`src/rtl/snake_pkg.sv`:
```
// Shared types and helpers for the snake movement scheduler.
//
// Contents:
//   dir_t         heading encoding (UP=0, RIGHT=1, DOWN=2, LEFT=3)
//   state_t       scheduler FSM states (IDLE, RUN, REQ)
//   KEY_*         PS/2 make codes for WASD and the arrow keys
//   key_dec_t     result of decoding one scan code
//   is_reversal() true when d is the 180 degree opposite of r
//   decode_key()  maps a scan code to a heading (hit=0 for unknown codes)
package snake_pkg;

  typedef enum logic [1:0] {
    DIR_UP    = 2'd0,
    DIR_RIGHT = 2'd1,
    DIR_DOWN  = 2'd2,
    DIR_LEFT  = 2'd3
  } dir_t;

  typedef enum logic [1:0] {
    ST_IDLE = 2'd0,
    ST_RUN  = 2'd1,
    ST_REQ  = 2'd2
  } state_t;

  localparam logic [7:0] KEY_W     = 8'h1D;
  localparam logic [7:0] KEY_UP    = 8'h75;
  localparam logic [7:0] KEY_D     = 8'h23;
  localparam logic [7:0] KEY_RIGHT = 8'h74;
  localparam logic [7:0] KEY_S     = 8'h1B;
  localparam logic [7:0] KEY_DOWN  = 8'h72;
  localparam logic [7:0] KEY_A     = 8'h1C;
  localparam logic [7:0] KEY_LEFT  = 8'h6B;

  typedef struct packed {
    logic hit;
    dir_t dir;
  } key_dec_t;

  // Opposite headings differ only in bit 1 with this encoding.
  function automatic logic is_reversal(input logic [1:0] d, input logic [1:0] r);
    return (d ^ r) == 2'b10;
  endfunction

  function automatic key_dec_t decode_key(input logic [7:0] code);
    key_dec_t k;
    k.hit = 1'b1;
    k.dir = DIR_RIGHT;
    case (code)
      KEY_W, KEY_UP:       k.dir = DIR_UP;
      KEY_D, KEY_RIGHT:    k.dir = DIR_RIGHT;
      KEY_S, KEY_DOWN:     k.dir = DIR_DOWN;
      KEY_A, KEY_LEFT:     k.dir = DIR_LEFT;
      default:             k.hit = 1'b0;
    endcase
    return k;
  endfunction

endpackage

```
`src/rtl/snake_tick_timer.sv`:
```
// Pausable step timer for the snake scheduler.
//
// The step period is BASE_PERIOD - level*PERIOD_STEP, evaluated as a signed
// CNT_W+1 bit value and clamped to MIN_PERIOD. The period is captured while
// restart is high, so a level change only affects the next counting run.
//
// Ports:
//   clk      system clock
//   resetn   synchronous active-low reset
//   run      counter may advance (scheduler is in RUN)
//   pause    freeze the counter
//   restart  hold counter at 0 and capture the period for the current level
//   level    current speed level
//   expire   high on the cycle whose clock edge completes one period
module snake_tick_timer #(
  parameter int CNT_W       = 25,
  parameter int BASE_PERIOD = 6250000,
  parameter int PERIOD_STEP = 500000,
  parameter int MIN_PERIOD  = 1250000
) (
  input  logic       clk,
  input  logic       resetn,
  input  logic       run,
  input  logic       pause,
  input  logic       restart,
  input  logic [3:0] level,
  output logic       expire
);

  localparam logic signed [CNT_W:0] BASE_S = (CNT_W + 1)'(BASE_PERIOD);
  localparam logic signed [CNT_W:0] MIN_S  = (CNT_W + 1)'(MIN_PERIOD);
  localparam logic [CNT_W-1:0]      STEP_U = CNT_W'(PERIOD_STEP);
  localparam logic [CNT_W-1:0]      MIN_U  = CNT_W'(MIN_PERIOD);

  logic [CNT_W-1:0]      cnt;
  logic [CNT_W-1:0]      period_q;
  logic [CNT_W-1:0]      period_next;
  logic [CNT_W-1:0]      last;
  logic signed [CNT_W:0] diff;

  // A negative difference is also below MIN_S in signed compare, so one
  // comparison covers both clamp cases.
  always_comb begin
    diff = BASE_S - $signed({1'b0, CNT_W'(level) * STEP_U});
    if (diff < MIN_S) begin
      period_next = MIN_U;
    end else begin
      period_next = diff[CNT_W-1:0];
    end
  end

  assign last   = period_q - CNT_W'(1);
  assign expire = run & ~pause & ~restart & (cnt == last);

  always_ff @(posedge clk) begin
    if (!resetn || restart) begin
      cnt      <= '0;
      period_q <= period_next;
    end else if (run && !pause) begin
      if (cnt == last) begin
        cnt <= '0;
      end else begin
        cnt <= cnt + CNT_W'(1);
      end
    end
  end

endmodule

```
`src/rtl/snake_move_ctrl.sv`:
```
// Movement scheduler for the snake datapath.
//
// Turns keyboard scan codes into a legal pending heading (no 180 degree
// reversal), times each step with a level-dependent tick, and hands each step
// to the body datapath. The level rises every GROW_PER_LEVEL food pulses.
//
// Handshake: step_req rises together with a stable step_dir and both hold
// until the datapath returns step_ack=1 in a cycle where step_req=1; the step
// is committed on that edge and step_req falls the following cycle. step_ack
// while step_req=0 has no effect. init_snake withdraws a pending request
// without committing it.
//
// Ports:
//   clk, resetn   system clock, synchronous active-low reset
//   init_snake    return to start-of-game state (same effect as reset)
//   screen_pause  freeze step timing and ignore keys
//   key_valid     one-cycle strobe qualifying key_code
//   key_code      PS/2 make code
//   grow          one-cycle food-eaten pulse
//   step_req      request to advance one cell
//   step_dir      heading of the requested step
//   step_ack      datapath accepted the step
//   level         current speed level
//
// The FSM state is held in 'state' (state_t) for observation.
module snake_move_ctrl
  import snake_pkg::*;
#(
  parameter int CNT_W          = 25,
  parameter int BASE_PERIOD    = 6250000,
  parameter int PERIOD_STEP    = 500000,
  parameter int MIN_PERIOD     = 1250000,
  parameter int GROW_PER_LEVEL = 4,
  parameter int MAX_LEVEL      = 15
) (
  input  logic       clk,
  input  logic       resetn,
  input  logic       init_snake,
  input  logic       screen_pause,
  input  logic       key_valid,
  input  logic [7:0] key_code,
  input  logic       grow,
  output logic       step_req,
  output logic [1:0] step_dir,
  input  logic       step_ack,
  output logic [3:0] level
);

  localparam int GW = (GROW_PER_LEVEL > 1) ? $clog2(GROW_PER_LEVEL) : 1;
  localparam logic [GW-1:0] GROW_LAST = GW'(GROW_PER_LEVEL - 1);
  localparam logic [3:0]    LEVEL_TOP = 4'(MAX_LEVEL);

  state_t        state;
  logic [1:0]    dir_cur;
  logic [1:0]    dir_pend;
  logic [GW-1:0] grow_cnt;

  key_dec_t      key;
  logic [1:0]    ref_dir;
  logic          key_take;
  logic          expire;
  logic          timer_run;
  logic          timer_restart;

  assign timer_run     = (state == ST_RUN);
  assign timer_restart = (state != ST_RUN) | init_snake;

  snake_tick_timer #(
    .CNT_W       (CNT_W),
    .BASE_PERIOD (BASE_PERIOD),
    .PERIOD_STEP (PERIOD_STEP),
    .MIN_PERIOD  (MIN_PERIOD)
  ) u_timer (
    .clk     (clk),
    .resetn  (resetn),
    .run     (timer_run),
    .pause   (screen_pause),
    .restart (timer_restart),
    .level   (level),
    .expire  (expire)
  );

  // Reference heading for reversal filtering. On the edge that enters REQ
  // the new step_dir is the current dir_pend, so a key in that same cycle is
  // judged against dir_pend rather than dir_cur.
  always_comb begin
    key = decode_key(key_code);
    if (state == ST_REQ) begin
      ref_dir = step_dir;
    end else if (expire) begin
      ref_dir = dir_pend;
    end else begin
      ref_dir = dir_cur;
    end
    key_take = key_valid && !screen_pause && key.hit &&
               (key.dir != ref_dir) && !is_reversal(key.dir, ref_dir);
  end

  always_ff @(posedge clk) begin
    if (!resetn || init_snake) begin
      state    <= ST_IDLE;
      step_req <= 1'b0;
      step_dir <= DIR_RIGHT;
      dir_cur  <= DIR_RIGHT;
      dir_pend <= DIR_RIGHT;
      level    <= '0;
      grow_cnt <= '0;
    end else begin
      if (key_take) begin
        dir_pend <= key.dir;
      end

      // Food counting runs in RUN and REQ, independent of pause.
      if (grow && state != ST_IDLE) begin
        if (grow_cnt == GROW_LAST) begin
          grow_cnt <= '0;
          if (level != LEVEL_TOP) begin
            level <= level + 4'd1;
          end
        end else begin
          grow_cnt <= grow_cnt + GW'(1);
        end
      end

      case (state)
        ST_IDLE: begin
          if (!screen_pause) begin
            state <= ST_RUN;
          end
        end
        ST_RUN: begin
          // step_dir samples dir_pend before any same-cycle key update.
          if (expire) begin
            step_dir <= dir_pend;
            step_req <= 1'b1;
            state    <= ST_REQ;
          end
        end
        ST_REQ: begin
          if (step_ack) begin
            dir_cur  <= step_dir;
            step_req <= 1'b0;
            state    <= ST_RUN;
          end
        end
        default: begin
          state    <= ST_IDLE;
          step_req <= 1'b0;
        end
      endcase
    end
  end

endmodule

```
`config.mk`:
```
export PLATFORM = sky130hd
export DESIGN_NAME = snake_move_ctrl
export DESIGN_NICKNAME = d
export VERILOG_FILES = /design/src/rtl/snake_pkg.sv /design/src/rtl/snake_tick_timer.sv /design/src/rtl/snake_move_ctrl.sv
export SDC_FILE = /design/constraint.sdc
export NUM_CORES = 1
export LEC_CHECK = 0
export CORE_MARGIN = 3
export CORE_UTILIZATION = 60
export CTS_BUF_LIST = sky130_fd_sc_hd__clkbuf_2 sky130_fd_sc_hd__clkbuf_4 sky130_fd_sc_hd__clkbuf_8
export CTS_CLUSTER_SIZE = 8
export DETAILED_ROUTE_END_ITERATION = 7
export HOLD_SLACK_MARGIN = 0.1
export PLACE_DENSITY = 0.8
export SETUP_SLACK_MARGIN = 0.4
export SLEW_MARGIN = 20
export SYNTH_ARGS = -nofsm -noshare
export SYNTH_HDL_FRONTEND = slang
export SYNTH_SLANG_ARGS = --single-unit
```
`constraint.sdc`:
```
create_clock -name clk -period 11.2 [get_ports clk]
set_input_delay 2.8 -clock clk [delete_from_list [all_inputs] [get_ports clk]]
set_output_delay 2.8 -clock clk [all_outputs]
set_load 0.05 [all_outputs]
```
After elaboration in Yosys (flattened, before gate mapping)

Index checks and enable logic that the tools add are counted.

Register bits after elaboration: 65
Bits of input ports: 15
Output and inout port bits: 7
Word-level logic and storage cells: 78

Add/subtract/negate cells: 5
$mul: 1
$lt $le $gt $ge: 1
Equal/unequal tests: 19
Mux-type cells: 13
Bitwise operators: 8
Reduce and logical (&&, ||, !) cells: 22

Operators with widths:

| operator               | number |
|---|---|
| $eq 8x7->1 const B     | 4 |
| $lt 26x22->1 const B   | 1 |
| $add 25x1->25 const B  | 1 |
| $eq 25x25->1           | 1 |
| $mux 25                | 1 |
| $sub 25x1->25 const B  | 1 |
| $eq 8x5->1 const B     | 3 |
| $sub 23x23->24 const A | 1 |
| $mul 4x14->18 const B  | 1 |
| $mux 2                 | 6 |
| $pmux 2 s3             | 2 |
| $reduce_and 3->1       | 3 |
| $eq 8x6->1 const B     | 1 |
| $reduce_or 8->1        | 1 |
| $eq 2x2->1 const B     | 3 |
| $logic_and 1x1->1      | 6 |
| $ne 2x2->1 const B     | 3 |
| $reduce_or 2->1        | 3 |
| $add 4x1->4 const B    | 1 |
| $ne 4x4->1 const B     | 1 |
| $reduce_and 2->1       | 2 |
| $and 1x1->1            | 3 |
| $logic_not 1->1        | 3 |
| $mux 1                 | 3 |
| 11 further kinds       | 14 |

Depth between registers and ports, before layout

Word-level depth: 11
Depth in mapped cells: 14
Mapped depth without buffers: 12

Modules after synthesis

From an unflattened synthesis, not the netlist that was laid out.

Cells, all modules: 475
Area, all modules: 4,251.6 sq um

By module, submodules not included:

| module           | instances | cells an instance | area an instance (sq um) | seq. area each (sq um) |
|---|---|---|---|---|
| snake_tick_timer | 1         | 377               | 3,407.0                  | 1,071.0 |
| snake_move_ctrl  | 1         | 98                | 844.6                    | 280.3 |

Worst setup path before layout

No wires, ideal clock.

Path type: input -> register
Start: input screen_pause
End: register dir_pend[1]
Setup time: 0.072 ns
Data arrival time: 4.528 ns
Required time: 11.128 ns
Setup slack: 6.601 ns
Stages on the path: 8
Buffers on the path: 1
Path through: or3b_2 -> nor2_1 -> and3_1 -> and3b_1 -> buf_2 -> mux2i_1 -> a21oi_1 -> mux2i_1

Cells in the longest elaborated chain, start to end: 10
Elaborated cells on any way between the ends: 15
Those cells by class: 2 x eq/ne; 2 x mux; 5 x bitwise; 6 x reduce/logical

RTL lines:

| item                     | line                   | RTL |
|---|---|---|
| start: declaration       | snake_move_ctrl.sv:39  | `input logic screen_pause,` |
| $not 1->1                | snake_tick_timer.sv:53 | `assign expire = run & ~pause & ~restart & (cnt == last);` |
| $and 1x1->1 (3 in a row) | snake_tick_timer.sv:53 |  |
| $mux 2                   | snake_move_ctrl.sv:90  | `end else if (expire) begin` |
| $mux 2                   | snake_move_ctrl.sv:88  | `if (state == ST_REQ) begin` |
| $xor 2x2->2              | snake_pkg.sv:41        | `return (d ^ r) == 2'b10;` |
| $eq 2x2->1               | snake_pkg.sv:41        |  |
| $logic_not 1->1          | snake_move_ctrl.sv:96  | `(key.dir != ref_dir) && !is_reversal(key.dir, ref_dir);` |
| $logic_and 1x1->1 *      | snake_move_ctrl.sv:96  |  |
| end signal: assignment   | snake_move_ctrl.sv:110 | `dir_pend <= key.dir;` |
| end: declaration         | snake_move_ctrl.sv:55  | `logic [1:0] dir_pend;` |

Every way passes the cells marked *; elsewhere a longest branch is shown, timed or not.
A chain may end at the register's enable or synchronous reset.

Worst setup path after layout

Start: input screen_pause
End: register u_timer.cnt[13]

Cells in the longest elaborated chain, start to end: 2

RTL lines:

| item                   | line                   | RTL |
|---|---|---|
| $logic_not 1->1        | snake_tick_timer.sv:59 | `end else if (run && !pause) begin` |
| $logic_and 1x1->1      | snake_tick_timer.sv:59 |  |
| end signal: assignment | snake_tick_timer.sv:63 | `cnt <= cnt + CNT_W'(1);` |
| end: declaration       | snake_tick_timer.sv:35 | `logic [CNT_W-1:0] cnt;` |

No other way between the ends.

==> run summary <==
The run finished with clean final reports. The run gives 0 as the buffer count from post-CTS setup fixing. The total nets after synthesis came out at 504. Type of the worst setup path: input pin to flop.

Clock-pin slew was measured on the worst setup and hold paths at 0.07 ns. Cell taking the most area after synthesis: sky130_fd_sc_hd__dfxtp_1. For this block, the via count after detailed routing is 3267. The length of the first detailed-routing pass in iterations was 5.

Cell with the most instances after synthesis: sky130_fd_sc_hd__nor2_1. The initial antenna violation count is 0, and the stage delay of the slowest cell on the critical path is 0.69 ns. Mean number of vias per cell: 5.87. Derived from the worst setup path, the maximum achievable clock frequency is 0.195 GHz. The tools report the number of max-cap violations as 0. The setup clock skew after layout came out at 0.0161 ns. The number of top-level pins was 22.

By area the synthesized netlist is led by sky130_fd_sc_hd__dfxtp_1, sky130_fd_sc_hd__edfxtp_1, sky130_fd_sc_hd__xnor2_1. The slowest stage of the critical path belongs to the cell sky130_fd_sc_hd__nand2b_1. The tools report the final hold violation count as 0.

By count the netlist is led by sky130_fd_sc_hd__nor2_1, sky130_fd_sc_hd__nand2_1, sky130_fd_sc_hd__dfxtp_1, sky130_fd_sc_hd__xnor2_1, sky130_fd_sc_hd__xor2_1. The tools report the final setup violation count as 0. The proportion of netlist area held by the largest area contributor is 0.193.

The first-pass GRT wire length was 13600 µm; the worst hold slack after final layout was 0.477 ns. Count of routing violations after the opening detailed-route iteration: 147. The longest clock path from root to sink contains 2 buffers. The tools report the nature of the critical path endpoint as a flop. Once detailed placement completed, the half-perimeter wirelength came to 6240 µm. The number of buffers and inverters on the critical path works out to 1. The path category of the worst min-delay check is flop to flop.

The count of nets left with antenna violations once routing finished came out at 0. The number of antenna diodes was 0. At the later pin of the worst-skew pair, clock insertion delay measures 0.34 ns. The initialized floorplan defines 29 standard-cell rows. The gate count after technology mapping was 462; the setup slack of the most critical reg-to-reg path was 6.53 ns. The average cell area after synthesis was 8.75 µm²; the share of cells above drive strength 1 was 0.0604. The via count of the first global-routing pass is 3025, and the number of distinct library cells after synthesis is 66. For this run, the leading register cell type out of synthesis is sky130_fd_sc_hd__dfxtp_1.

Data on the critical path is required at its endpoint by 11.39 ns. After synthesis the netlist holds a flip-flop and latch count of 58. TritonCTS built the clock tree. The die boundary height is 88.1 µm, and the number of levels the H-tree was split into is 3. The worst setup path is launched from an input pin. The arrival time reported for the critical path endpoint came out at 5.32 ns. The detail-routed net length per standard cell was 14.5 µm; the number of hold buffers added after cts was 0. The logs give 0 for the leftover overflow at the end of global routing and 0.00426 mm² for the cell area after placement.

The analysis attributes to cell leakage a power of 1.63 nW. The tools report the number of slew-limit violations in the final report as 0. Setup repair after global routing left no endpoint under its margin. Relative to the synthesized area, the layout overhead comes to 10.2%. Entering global routing, the biggest net connects 26 pins. The tools report the area of all placed cells without fillers as 0.00446 mm².

Buffers inserted during clock tree synthesis total 9. For this run, design rule violations remaining after detail routing come to 0. IR analysis of the VDD net gives a maximum drop of 0.0000824 V. The routed design has 8080 µm of wire.

Setup total negative slack on the finished layout was measured at 0 ns. In this design, the largest share of critical-path delay is due to simple AND/OR/NAND/NOR gates. The overall die area was 0.00776 mm²; the starting utilization of the core area was 0.630. The fraction of synthesis flops using an asynchronous set or reset pin is 0.

The root buffer selected by CTS was sky130_fd_sc_hd__clkbuf_8. Summing internal, switching and leakage power gives 0.000419 W. The tools report the sink count of the clock tree as 58. Port buffering added 21 buffers.

Measured slew at the worst slew-check pin: 0.944 ns. For the sequential element share of the synthesized area, the log shows 0.334. The signal on the critical path passes through clkdlybuf4s50_1 > or3b_2 > nor2_1 > and3_1 > nand2_1 > nand2b_1 > nor2_1. The placer's final routability congestion estimate was 0.839; the number of enable flip-flop cells after synthesis was 19. The placeable core region is 0.00642 mm², and the layout net count is 517.

The cell area after synthesis came out at 0.00404 mm². The power density over the cells was 94.1 mW/mm². The overall global routing resource usage is 0.225, and the number of cells upsized or downsized after cts is 0.

Cell type with the highest occurrence count on the critical path: sky130_fd_sc_hd__nor2_1. The post-route clock period utilization is 0.458. The width of the die came out at 88.1 µm. For the headroom to the max-slew limit, the log shows 0.371. In this run the worst path has a maximum fanout of 25.

The number of warnings issued by yosys is 0, and the shortest period the worst path allows is 5.13 ns.
[cell type report]
cell class                 count  area, µm²
multi-input combinational    374       2560
fill                         516       1970
sequential                    58       1350
timing repair buffer          21        210
clock buffer                  11        139
tap                           77       96.3
clock inverter                 5       55.1
inverter                      11       41.3
[cell families after synthesis]
| logic type | count (synthesis) | synth area share |
|---|---|---|
| adders and majority gates | 27 | 0.0928 |
| and+or+nand+nor | 200 | 0.239 |
| muxes | 9 | 0.0251 |
| other | 1 | 0.000927 |
| xor gates and xnor gates | 62 | 0.134 |
| DFF | 58 | 0.334 |
| buffers and inverters | 30 | 0.0322 |
| AOI/OAI and AO/OA | 75 | 0.141 |
[registers in the layout, indices dropped and copies added, names as in the netlist]
register and count:
u_timer.period_q 19, step_req 1, grow_cnt 2, step_dir 2, dir_cur 1, state 2, level 4, u_timer.cnt 25
dir_pend 2
[worst reg2reg max path, delay by kind of cell (launching register included)]
family | cells | cell delay [ns]
buf+inv | 1 | 0.23
flops | 1 | 0.73
simple gates | 3 | 1.11
fa+ha+maj | 3 | 1.20
mux | 1 | 0.17
compound gates | 3 | 0.95
[routing by layer]
layer / track usage / share of wire / vias to the layer above / wire, µm
li1: - / - / 1657 / -
met1: 0.292 / 0.46 / 1514 / 3740
met2: 0.358 / 0.48 / 80 / 3850
met3: 0.0583 / 0.040 / 16 / 324
met4: 0.0934 / 0.021 / 0 / 173
met5: 0 / 0 / - / 0
[report_power, final]
group | internal, W | total (W) | switching (W)
sequential | 0.000217 | 0.000218 | 0.000000657
combinational | 0.00000687 | 0.0000131 | 0.00000625
clock | 0.000107 | 0.000189 | 0.0000813
[final timing paths]
kind / start / to / cells past startpoint
worst max register to register: level[1]$_SDFFE_PP0P_ / u_timer.period_q[5]$_SDFFCE_PP0P_ / 11
worst min-delay path: step_req$_SDFFE_PP0P_ / step_req$_SDFFE_PP0P_ / 2
worst min register to register: step_req$_SDFFE_PP0P_ / step_req$_SDFFE_PP0P_ / 2
worst max-delay path: screen_pause / u_timer.cnt[13]$_SDFFE_PP0P_ / 7
[cell usage in the layout, fill, tap and decap left out, types with 4 or more instances in the layout]
cell / n
sky130_fd_sc_hd__a211oi_2: 6
sky130_fd_sc_hd__a21oi_1: 18
sky130_fd_sc_hd__and2_1: 4
sky130_fd_sc_hd__and3_1: 5
sky130_fd_sc_hd__clkbuf_8: 9
sky130_fd_sc_hd__clkdlybuf4s50_1: 21
sky130_fd_sc_hd__dfxtp_1: 39
sky130_fd_sc_hd__edfxtp_1: 19
sky130_fd_sc_hd__fa_1: 5
sky130_fd_sc_hd__ha_1: 22
sky130_fd_sc_hd__inv_1: 11
sky130_fd_sc_hd__mux2i_1: 6
sky130_fd_sc_hd__nand2_1: 41
sky130_fd_sc_hd__nand2b_1: 9
sky130_fd_sc_hd__nand3_1: 21
sky130_fd_sc_hd__nand4_1: 7
sky130_fd_sc_hd__nor2_1: 69
sky130_fd_sc_hd__nor2b_1: 8
sky130_fd_sc_hd__nor3_1: 12
sky130_fd_sc_hd__o211ai_1: 6
sky130_fd_sc_hd__o21ai_0: 6
sky130_fd_sc_hd__o21ai_1: 4
sky130_fd_sc_hd__xnor2_1: 39
sky130_fd_sc_hd__xor2_1: 23
[stage by stage]
step | worst slack [ns] | util | std cells
CTS | 6.05 | 0.694 | 557
floorplan | 6.60 | - | 462
global route | 5.86 | 0.694 | 557
finish | 6.07 | 0.694 | 557
global placement | 5.81 | 0.664 | 541
detailed placement | 5.69 | 0.664 | 541
No activity file was read; power rests on OpenSTA's default activity.
